`src/rtl/cpu_pkg.sv`:
```
// -----------------------------------------------------------------------------
// cpu_pkg
// Shared definitions for the instruction-memory loader:
//   - load-stream format constants (length field and word size in bytes)
//   - loader FSM state encoding
//   - per-state status/handshake decode used to build the registered outputs
// Optional feature macro: IMEM_LOADER_CHECKSUM_EN (adds the CHK state).
// No ports (package).
// -----------------------------------------------------------------------------
package cpu_pkg;

   localparam int LEN_BYTES  = 2;   // big-endian word count field
   localparam int WORD_BYTES = 4;   // bytes per instruction word, big-endian

   typedef enum logic [2:0] {
      IDLE   = 3'd0,
      LEN_HI = 3'd1,
      LEN_LO = 3'd2,
      DATA   = 3'd3,
      WRITE  = 3'd4,
`ifdef IMEM_LOADER_CHECKSUM_EN
      CHK    = 3'd5,
`endif
      DONE   = 3'd6,
      ERR    = 3'd7
   } state_t;

   // Status and handshake flags that depend only on the FSM state.
   typedef struct packed {
      logic byte_ready;
      logic busy;
      logic done;
      logic err;
      logic cpu_clrn;
   } ctrl_t;

   localparam ctrl_t CTRL_IDLE = 5'b00000;

   // Flags to present while the FSM sits in state s.
   function automatic ctrl_t state_ctrl(input state_t s);
      ctrl_t c;
      c = CTRL_IDLE;
      case (s)
         LEN_HI, LEN_LO, DATA: begin
            c.byte_ready = 1'b1;
            c.busy       = 1'b1;
         end
         WRITE: begin
            c.busy = 1'b1;
         end
`ifdef IMEM_LOADER_CHECKSUM_EN
         CHK: begin
            c.byte_ready = 1'b1;
            c.busy       = 1'b1;
         end
`endif
         DONE: begin
            c.done     = 1'b1;
            c.cpu_clrn = 1'b1;
         end
         ERR: begin
            c.err = 1'b1;
         end
         default: begin
            c = CTRL_IDLE;
         end
      endcase
      return c;
   endfunction

endpackage

```
`src/rtl/imem_loader_if.sv`:
```
// -----------------------------------------------------------------------------
// imem_loader_if
// Bundles the byte-stream handshake and the instruction-memory write bus.
//   byte_valid  source -> loader  source has a byte on byte_data
//   byte_data   source -> loader  load-stream byte
//   byte_ready  loader -> source  loader accepts a byte this cycle
//   we          loader -> memory  one-cycle write strobe per word
//   waddr       loader -> memory  word-aligned byte address
//   wdata       loader -> memory  instruction word
// Modports: master = loader side (drives the memory bus),
//           slave  = environment side (byte source + instruction memory).
// -----------------------------------------------------------------------------
interface imem_loader_if;
   logic        byte_valid;
   logic [7:0]  byte_data;
   logic        byte_ready;
   logic        we;
   logic [31:0] waddr;
   logic [31:0] wdata;

   modport master (
      input  byte_valid,
      input  byte_data,
      output byte_ready,
      output we,
      output waddr,
      output wdata
   );

   modport slave (
      output byte_valid,
      output byte_data,
      input  byte_ready,
      input  we,
      input  waddr,
      input  wdata
   );
endinterface

```
`src/rtl/imem_loader_word_assembler.sv`:
```
// -----------------------------------------------------------------------------
// word_assembler
// Shifts accepted bytes into a 32-bit word, most significant byte first.
//   clk           clock, rising edge
//   clrn          synchronous active-low reset
//   i_clear       restart assembly (new load), drops any partial word
//   i_byte_en     a byte is accepted this cycle
//   i_byte        the accepted byte
//   o_word        assembled word (valid while o_word_valid is high)
//   o_last_byte   the byte accepted this cycle completes a word
//   o_word_valid  one-cycle pulse, the cycle after a word completes
// -----------------------------------------------------------------------------
module word_assembler
   import cpu_pkg::*;
(
   input  logic        clk,
   input  logic        clrn,
   input  logic        i_clear,
   input  logic        i_byte_en,
   input  logic [7:0]  i_byte,
   output logic [31:0] o_word,
   output logic        o_last_byte,
   output logic        o_word_valid
);

   localparam logic [1:0] LAST_IDX = 2'(WORD_BYTES - 1);

   logic [31:0] r_shift;
   logic [1:0]  r_cnt;
   logic        r_word_valid;

   assign o_last_byte  = i_byte_en && (r_cnt == LAST_IDX);
   assign o_word       = r_shift;
   assign o_word_valid = r_word_valid;

   // Byte shift register, byte-in-word counter and word-complete pulse.
   always_ff @(posedge clk) begin
      if (!clrn) begin
         r_shift      <= 32'h0000_0000;
         r_cnt        <= 2'd0;
         r_word_valid <= 1'b0;
      end else if (i_clear) begin
         r_shift      <= 32'h0000_0000;
         r_cnt        <= 2'd0;
         r_word_valid <= 1'b0;
      end else begin
         r_word_valid <= o_last_byte;
         if (i_byte_en) begin
            r_shift <= {r_shift[23:0], i_byte};
            r_cnt   <= r_cnt + 2'd1;
         end
      end
   end

endmodule

```
`src/rtl/imem_loader.sv`:
```
// -----------------------------------------------------------------------------
// imem_loader
// Loads a program from a byte stream into instruction memory while holding
// the cpu in reset. Stream: 2-byte big-endian word count N, then N big-endian
// 32-bit words (plus one trailing checksum byte when checksumming is built in).
// Optional feature macro: IMEM_LOADER_CHECKSUM_EN -- adds the CHK state which
// consumes a trailing byte that must equal the mod-256 sum of all data bytes.
// Parameter ADDR_W : instruction-memory word-address width (2^ADDR_W words).
// Ports:
//   clk       clock, rising edge
//   clrn      synchronous active-low reset
//   start     one-cycle load request (ignored while busy)
//   bus       imem_loader_if.master: byte stream in, memory write bus out
//   cpu_clrn  active-low cpu reset, released only in DONE
//   busy      load in progress
//   done      load completed successfully
//   err       load rejected (length too large / checksum mismatch)
// -----------------------------------------------------------------------------
module imem_loader
   import cpu_pkg::*;
#(
   parameter int ADDR_W = 6
)
(
   input  logic          clk,
   input  logic          clrn,
   input  logic          start,
   imem_loader_if.master bus,
   output logic          cpu_clrn,
   output logic          busy,
   output logic          done,
   output logic          err
);

   // Largest word count that fits the memory; 17 bits so ADDR_W = 16 works.
   localparam logic [16:0] MAX_WORDS = 17'd1 << ADDR_W;

`ifdef IMEM_LOADER_CHECKSUM_EN
   localparam state_t LOAD_END = CHK;
`else
   localparam state_t LOAD_END = DONE;
`endif

   state_t      r_state;
   state_t      w_state_nxt;
   ctrl_t       r_ctrl;
   logic [15:0] r_len;
   logic [15:0] r_wcnt;
   logic [31:0] r_waddr;
`ifdef IMEM_LOADER_CHECKSUM_EN
   logic [7:0]  r_csum;
`endif

   logic        w_accept;
   logic        w_start_acc;
   logic        w_asm_en;
   logic        w_last_byte;
   logic        w_word_valid;
   logic [31:0] w_word;
   logic [15:0] w_len_full;

   assign w_accept    = bus.byte_valid && r_ctrl.byte_ready;
   assign w_start_acc = start && ((r_state == IDLE) || (r_state == DONE) || (r_state == ERR));
   assign w_asm_en    = w_accept && (r_state == DATA);
   // Word count as seen while its low byte is being accepted.
   assign w_len_full  = {r_len[15:8], bus.byte_data};

   word_assembler u_asm (
      .clk          (clk),
      .clrn         (clrn),
      .i_clear      (w_start_acc),
      .i_byte_en    (w_asm_en),
      .i_byte       (bus.byte_data),
      .o_word       (w_word),
      .o_last_byte  (w_last_byte),
      .o_word_valid (w_word_valid)
   );

   // Next-state logic of the load FSM.
   always_comb begin
      w_state_nxt = r_state;
      case (r_state)
         IDLE, DONE, ERR: begin
            if (start) begin
               w_state_nxt = LEN_HI;
            end else begin
               w_state_nxt = r_state;
            end
         end
         LEN_HI: begin
            if (w_accept) begin
               w_state_nxt = LEN_LO;
            end else begin
               w_state_nxt = LEN_HI;
            end
         end
         LEN_LO: begin
            if (!w_accept) begin
               w_state_nxt = LEN_LO;
            end else if (w_len_full == 16'd0) begin
               w_state_nxt = LOAD_END;
            end else if ({1'b0, w_len_full} > MAX_WORDS) begin
               w_state_nxt = ERR;
            end else begin
               w_state_nxt = DATA;
            end
         end
         DATA: begin
            if (w_last_byte) begin
               w_state_nxt = WRITE;
            end else begin
               w_state_nxt = DATA;
            end
         end
         WRITE: begin
            if ((r_wcnt + 16'd1) == r_len) begin
               w_state_nxt = LOAD_END;
            end else begin
               w_state_nxt = DATA;
            end
         end
`ifdef IMEM_LOADER_CHECKSUM_EN
         CHK: begin
            if (!w_accept) begin
               w_state_nxt = CHK;
            end else if (bus.byte_data == r_csum) begin
               w_state_nxt = DONE;
            end else begin
               w_state_nxt = ERR;
            end
         end
`endif
         default: begin
            w_state_nxt = IDLE;
         end
      endcase
   end

   // State register; status flags are registered from the next state so they
   // always match the state they describe.
   always_ff @(posedge clk) begin
      if (!clrn) begin
         r_state <= IDLE;
         r_ctrl  <= CTRL_IDLE;
      end else begin
         r_state <= w_state_nxt;
         r_ctrl  <= state_ctrl(w_state_nxt);
      end
   end

   // Length capture, write address / word counter and running checksum.
   always_ff @(posedge clk) begin
      if (!clrn) begin
         r_len   <= 16'd0;
         r_wcnt  <= 16'd0;
         r_waddr <= 32'd0;
`ifdef IMEM_LOADER_CHECKSUM_EN
         r_csum  <= 8'd0;
`endif
      end else if (w_start_acc) begin
         r_len   <= 16'd0;
         r_wcnt  <= 16'd0;
         r_waddr <= 32'd0;
`ifdef IMEM_LOADER_CHECKSUM_EN
         r_csum  <= 8'd0;
`endif
      end else begin
         if ((r_state == LEN_HI) && w_accept) begin
            r_len[15:8] <= bus.byte_data;
         end
         if ((r_state == LEN_LO) && w_accept) begin
            r_len[7:0] <= bus.byte_data;
         end
         // Address advances once the current word has been presented.
         if (r_state == WRITE) begin
            r_waddr <= r_waddr + 32'd4;
            r_wcnt  <= r_wcnt + 16'd1;
         end
`ifdef IMEM_LOADER_CHECKSUM_EN
         if (w_asm_en) begin
            r_csum <= r_csum + bus.byte_data;
         end
`endif
      end
   end

   assign bus.byte_ready = r_ctrl.byte_ready;
   // The assembler's word-complete pulse lines up exactly with the WRITE state.
   assign bus.we         = w_word_valid;
   assign bus.waddr      = r_waddr;
   assign bus.wdata      = w_word;
   assign busy           = r_ctrl.busy;
   assign done           = r_ctrl.done;
   assign err            = r_ctrl.err;
   assign cpu_clrn       = r_ctrl.cpu_clrn;

endmodule

```
`src/flat_wrapper.sv`:
```
// flat-port wrapper written by rule: the top's interface ports become plain ports
module imem_loader_flat import cpu_pkg::*;
#(
   parameter int ADDR_W = 6
)
  (clk, clrn, start, cpu_clrn, busy, done, err, bus_byte_valid, bus_byte_data, bus_byte_ready, bus_we, bus_waddr, bus_wdata);
  imem_loader_if bus_i ();
  input  logic clk;
  input  logic clrn;
  input  logic start;
  output logic cpu_clrn;
  output logic busy;
  output logic done;
  output logic err;
  input wire logic [$bits(bus_i.byte_valid)-1:0] bus_byte_valid;
  input wire logic [$bits(bus_i.byte_data)-1:0] bus_byte_data;
  output wire logic [$bits(bus_i.byte_ready)-1:0] bus_byte_ready;
  output wire logic [$bits(bus_i.we)-1:0] bus_we;
  output wire logic [$bits(bus_i.waddr)-1:0] bus_waddr;
  output wire logic [$bits(bus_i.wdata)-1:0] bus_wdata;
  assign bus_i.byte_valid = bus_byte_valid;
  assign bus_i.byte_data = bus_byte_data;
  assign bus_byte_ready = bus_i.byte_ready;
  assign bus_we = bus_i.we;
  assign bus_waddr = bus_i.waddr;
  assign bus_wdata = bus_i.wdata;
  imem_loader #(.ADDR_W(ADDR_W)) u_core (.clk(clk), .clrn(clrn), .start(start), .bus(bus_i), .cpu_clrn(cpu_clrn), .busy(busy), .done(done), .err(err));
endmodule
```
`config.mk`:
```
export PLATFORM = sky130hd
export DESIGN_NAME = imem_loader_flat
export DESIGN_NICKNAME = d
export VERILOG_FILES = /design/src/rtl/cpu_pkg.sv /design/src/rtl/imem_loader_if.sv /design/src/rtl/imem_loader_word_assembler.sv /design/src/rtl/imem_loader.sv /design/src/flat_wrapper.sv
export SDC_FILE = /design/constraint.sdc
export NUM_CORES = 1
export LEC_CHECK = 0
export CAP_MARGIN = 20
export CORE_ASPECT_RATIO = 0.75
export CORE_MARGIN = 3
export CORE_UTILIZATION = 55
export CTS_BUF_LIST = sky130_fd_sc_hd__clkbuf_4
export DETAILED_ROUTE_END_ITERATION = 10
export HOLD_SLACK_MARGIN = 0.06
export PLACE_DENSITY = 0.93
export RECOVER_POWER = 50
export REMOVE_ABC_BUFFERS = 1
export SYNTH_ARGS = -nofsm -noshare
export SYNTH_HDL_FRONTEND = slang
export SYNTH_SLANG_ARGS = --single-unit
```
`constraint.sdc`:
```
create_clock -name clk -period 3 [get_ports clk]
set_input_delay 0.75 -clock clk [delete_from_list [all_inputs] [get_ports clk]]
set_output_delay 0.75 -clock clk [all_outputs]
set_load 0.1 [all_outputs]
```
# Yosys cells after proc, flatten, opt, wreduce, memory -nomap -nowiden

Index checks and enable logic that the tools add are counted.

Add/sub/neg operators: 3
Magnitude comparators: 1
Eq/ne operators: 14
Multiplexer cells: 12
Bitwise operators: 1
Reduce and logical (&&, ||, !) cells: 14

Operators with widths:

| cell                                                           | number |
|---|---|
| adder 32 x 3 -> 32 bit, second input constant                  | 1 |
| equality test 3 bit, second input constant                     | 6 |
| 2-to-1 mux 3 bit                                               | 6 |
| adder 16 x 1 -> 16 bit, second input constant                  | 1 |
| equality test 16 bit                                           | 1 |
| greater-than comparator 16 x 7 -> 1 bit, second input constant | 1 |
| zero test 16 bit                                               | 1 |
| case mux 3 bit (5 select lines)                                | 1 |
| equality test 3 x 2 -> 1 bit, second input constant            | 4 |
| equality test 3 x 1 -> 1 bit, second input constant            | 2 |
| logical AND 1 bit                                              | 6 |
| OR reduction 3 bit                                             | 2 |
| 2-to-1 mux 1 bit                                               | 4 |
| OR reduction 4 bit                                             | 1 |
| zero test 3 bit                                                | 1 |
| adder 2 x 1 -> 2 bit, second input constant                    | 1 |
| equality test 2 bit, second input constant                     | 1 |
| logical OR 1 bit                                               | 2 |
| 2-to-1 mux 2 bit                                               | 1 |
| OR reduction 2 bit                                             | 1 |
| NOT 1 bit                                                      | 1 |

Register bits: 106
Input bits: 12
Word-level logic and storage cells: 57

# Logic depth before layout (Yosys ltp)

Word-level depth: 8
Depth in mapped cells: 8
Depth with buffers taken out: 7

# Modules after synthesis

A second synthesis with hierarchy kept.

Cells, all modules: 523
Area, all modules: 4835.9 µm²

Modules (own cells, without submodules):

| module         | instances | cells each | area each (µm²) |
|---|---|---|---|
| imem_loader    | 1         | 407        | 3544.6 |
| word_assembler | 1         | 116        | 1291.2 |

# Worst setup path after synthesis

OpenSTA, ideal clock, no wires.

Kind: register to register
Start: register u_core.r_waddr[5], in the netlist u_core.bus.waddr[5]
End: register u_core.r_waddr[31], in the netlist u_core.bus.waddr[31]
Library setup time: 0.128 ns
Data arrival time: 2.574 ns
Required time: 2.872 ns
Path slack: 0.299 ns
Stages on the path, launching flop included: 7
Clock period less this slack: 2.701 ns
Path through: dfxtp_1 -> nand4_1 -> nor4_4 -> nand4_2 -> nor4_1 -> xnor2_1 -> nor2_1

Word-level cells in the longest chain between the ends: 1

Ends and longest elaborated chain:

| item                   | RTL line           | source |
|---|---|---|
| start, declared        | imem_loader.sv:49  | `logic [31:0] r_waddr;` |
| start signal, assigned | imem_loader.sv:176 | `r_waddr <= r_waddr + 32'd4;` |
| adder 32 x 3 -> 32 bit | imem_loader.sv:176 |  |

No other way between the ends.
A chain may end at the register's enable or synchronous reset.

# Final worst setup path

Start: input start
End: register u_core.r_len[11]

Word-level cells in the longest chain between the ends: 2

Ends and longest elaborated chain:

| item                                | RTL line           | source |
|---|---|---|
| start, declared                     | flat_wrapper.sv:10 | `input logic start;` |
| logical AND 1 bit                   | imem_loader.sv:63  | `assign w_start_acc = start && ((r_state == IDLE) \|\| (r_state == DONE) \|\| (r_state == ERR));` |
| OR reduction 2 bit (no source line) | n/a                |  |
| end signal, assigned                | imem_loader.sv:169 | `r_len[15:8] <= bus.byte_data;` |
| end, declared                       | imem_loader.sv:47  | `logic [15:0] r_len;` |

No other way between the ends.

==> run summary <==
WP data required -> 3.30 ns
Worst Tran Pin Value -> 1.459 ns
Setup TNS -> 0 ns
Final setup viols -> 0
Vias in the first global route -> 3,866
Fmax -> 0.3746 GHz
Setup WS pre-CTS -> 0.1538 ns
Initial antenna violation count -> 0
CTS Sinks -> 104
Max Cap Viol -> 0
Synth Register Bits -> 104
Final instance area -> 0.005440 mm^2
Largest net degree at the start of global routing -> 77
Worst VDD drop -> 0.0003455 V
Initial Util -> 58.72%
Post-Synth Simple-Gate Area -> 26.96%
Main area contributors after synthesis -> dfxtp_1, nand2_1, xnor2_1
Top routing layer in use -> met4
Power Internal -> 1786 uW
Gr ovfl total -> 0
TritonCTS Buffers -> 9
Fraction of layout cells with a size suffix above 1 -> 10.31%
Routed wire per std cell -> 15.04 um
Reg power frac -> 60.2%
Gr usage total -> 23.43%
Antenna Nets Post-Route -> 0
Share of the synthesized area in the top cell type -> 43.44%
Root Driver -> clkbuf_4
Met2 wire length -> 5009 um
Largest family of logic cells by synthesized area -> simple AND/OR/NAND/NOR gates
Worst-skew pair later-pin latency -> 0.45 ns
Pleak -> 0.001853 uW
Net Sw Power -> 540.7 uW
Worst-path clk slew -> 0.15 ns
Fin crit period -> 2.670 ns
Die Span X -> 113.8 um
Detailed Place HPWL -> 8170 um
Sw Share -> 23.24%
Logic gate share of total power -> 5.6%
Routed vias -> 4,188
Io pins -> 82
Setup bufs post-CTS -> 0
Startpoint Class -> primary input
Highest net fanout along the worst path -> 76
DRT Pass-1 Iters -> 6
Hold Vio Cnt, Final -> 0
H-tree depth -> 3
PortBufs -> 79
Share of async-settable or async-resettable flops after synthesis -> 0%
Synth top cells by count -> dfxtp_1, nand2_1, nor2_1
Slew headroom -> 2.717%
Hold_buf cts -> 0
Final Wtd Congestion -> 0.9045
Clock share of power -> 34.3%
Area leader, netlist -> dfxtp_1
Post-synthesis adder-cell area fraction -> 0.7831%
Final core utilization -> 66.65%
Detail-routed via count per cell -> 5.621
RSZ-0062 raised after global routing -> false
Status -> finished, final reports clean
Number of flops mapped to enable cells by yosys -> 0
Drt drc -> 0
Ant diodes -> 0
Cell area after synthesis -> 0.004793 mm^2
Dpl cell area -> 0.005451 mm^2
Area delta synth->final -> 13.50%
Final nets -> 651
Drt total wl -> 11,210 um
Wl on met1 -> 4967 um
Setup Skew -> 0.008610 ns
Xor-xnor portion of the synthesized cell area -> 10.60%
Std-Cell Rows -> 28
Max Slew Vio Count -> 0
Die height -> 86.85 um
Ys flop type -> dfxtp_1
Worst EP arrival -> 2.97 ns
DR iter-0 viols -> 408
Top-count cell post-synth -> dfxtp_1
Final worst path period share -> 88.99%
Worst Setup End Kind -> flop
Die area -> 0.009883 mm^2
Post-CTS Resized -> 0
First-pass GRT wire length -> 18,690 um
R2R Setup Slk -> 0.51 ns
Core box area -> 0.008163 mm^2
Final WS setup -> 0.3302 ns
Synth warn -> 0
Sequential area share after synthesis -> 43.44%
Power density over the cells -> 427.6 mW/mm^2
TritonCTS clock tree -> built
Post-Syn Area per Cell -> 8.351 um^2
Post-synthesis mux area share -> 3.576%
Synth Instances -> 574
HP Class -> flop to flop
Clock buffer depth -> 2
Crit path kind -> primary input to flop
Synth unique cells -> 58
Post-synthesis compound-gate area fraction -> 10.02%
Met3 WL -> 1082 um
[state kept, by name, summed over array words and instances, names as in the netlist]
signal	count
u_core.u_asm.o_word	32
u_core.bus.byte_ready	1
u_core.r_state	3
u_core.r_len	16
u_core.busy	1
u_core.u_asm.o_word_valid	1
u_core.err	1
u_core.bus.waddr	30
u_core.u_asm.r_cnt	2
u_core.r_wcnt	16
u_core.cpu_clrn	1
[stage by stage]
step / hold slack [ns] / power, uW / cells
after detailed placement: 0.4492 / 1569 / 730
after CTS: 0.4681 / 2355 / 745
final: 0.4663 / 2326 / 745
after global placement: 0.4446 / 1564 / 730
after global routing: 0.4854 / 2415 / 745
after floorplan: 0.4400 / 1510 / 538
[worst paths after layout]
check,startpoint,endpoint,cells past startpoint
min reg2reg,u_core.u_asm.o_word[25],u_core.u_asm.o_word[25],2
max,start,u_core.r_len[11],5
max reg2reg,u_core.r_wcnt[0],u_core.busy,7
min,u_core.u_asm.o_word[25],u_core.u_asm.o_word[25],2
[logic make-up after synthesis]
family | Yosys count
other | 1
DFF | 104
adders and majority gates | 3
AOI/OAI and AO/OA | 81
xor gates and xnor gates | 58
muxes | 17
and+or+nand+nor | 265
buffers and inverters | 45
[power by group through the flow]
stage / clock network (uW) / registers (uW) / logic [uW]
2_1_floorplan: 0 / 1450 / 62.0
3_3_place_gp: 0 / 1430 / 136
3_5_place_dp: 0 / 1430 / 139
4_1_cts: 815 / 1400 / 140
5_1_grt: 873 / 1400 / 140
6_report: 797 / 1400 / 130
[cell type report]
| cell class | count | area, um^2 |
|---|---|---|
| clock buffers | 12 | 90.09 |
| clock inverters | 3 | 67.56 |
| fillers | 675 | 2723 |
| inverters | 8 | 30.03 |
| multi-input cells | 426 | 2504 |
| flip-flops and latches | 104 | 2082 |
| well taps | 105 | 131.4 |
| repair buffers | 87 | 535.5 |
[critical path, cell delays in order]
cell	delay [ns]
dlygate4sd3_1	0.63
inv_1	0.07
o21ai_0	0.23
clkbuf_2	1.12
nor2_1	0.15
[per-layer routing]
| metal | vias up | track usage (%) |
|---|---|---|
| li1 | 2071 | - |
| met1 | 1933 | 31.86 |
| met2 | 170 | 36.66 |
| met3 | 14 | 6.736 |
| met4 | 0 | 6.688 |
| met5 | - | 0 |
[layout by cell type (no fill, tap or decap), types with 4 or more instances in the layout]
cell type,instances
o21ai_0,9
xor2_1,27
nor4_1,7
nor2b_1,4
and4_1,5
and3_1,5
clkdlybuf4s50_1,9
mux2i_1,16
a21oi_1,46
dfxtp_1,104
nor3_1,15
o22ai_1,4
a211oi_1,6
clkbuf_1,38
xnor2_1,31
buf_4,37
clkbuf_4,12
or3_1,7
nand2_1,99
nor2_1,68
nand4_1,14
inv_1,8
nand3_1,18
No activity file was read; power rests on OpenSTA's default activity.
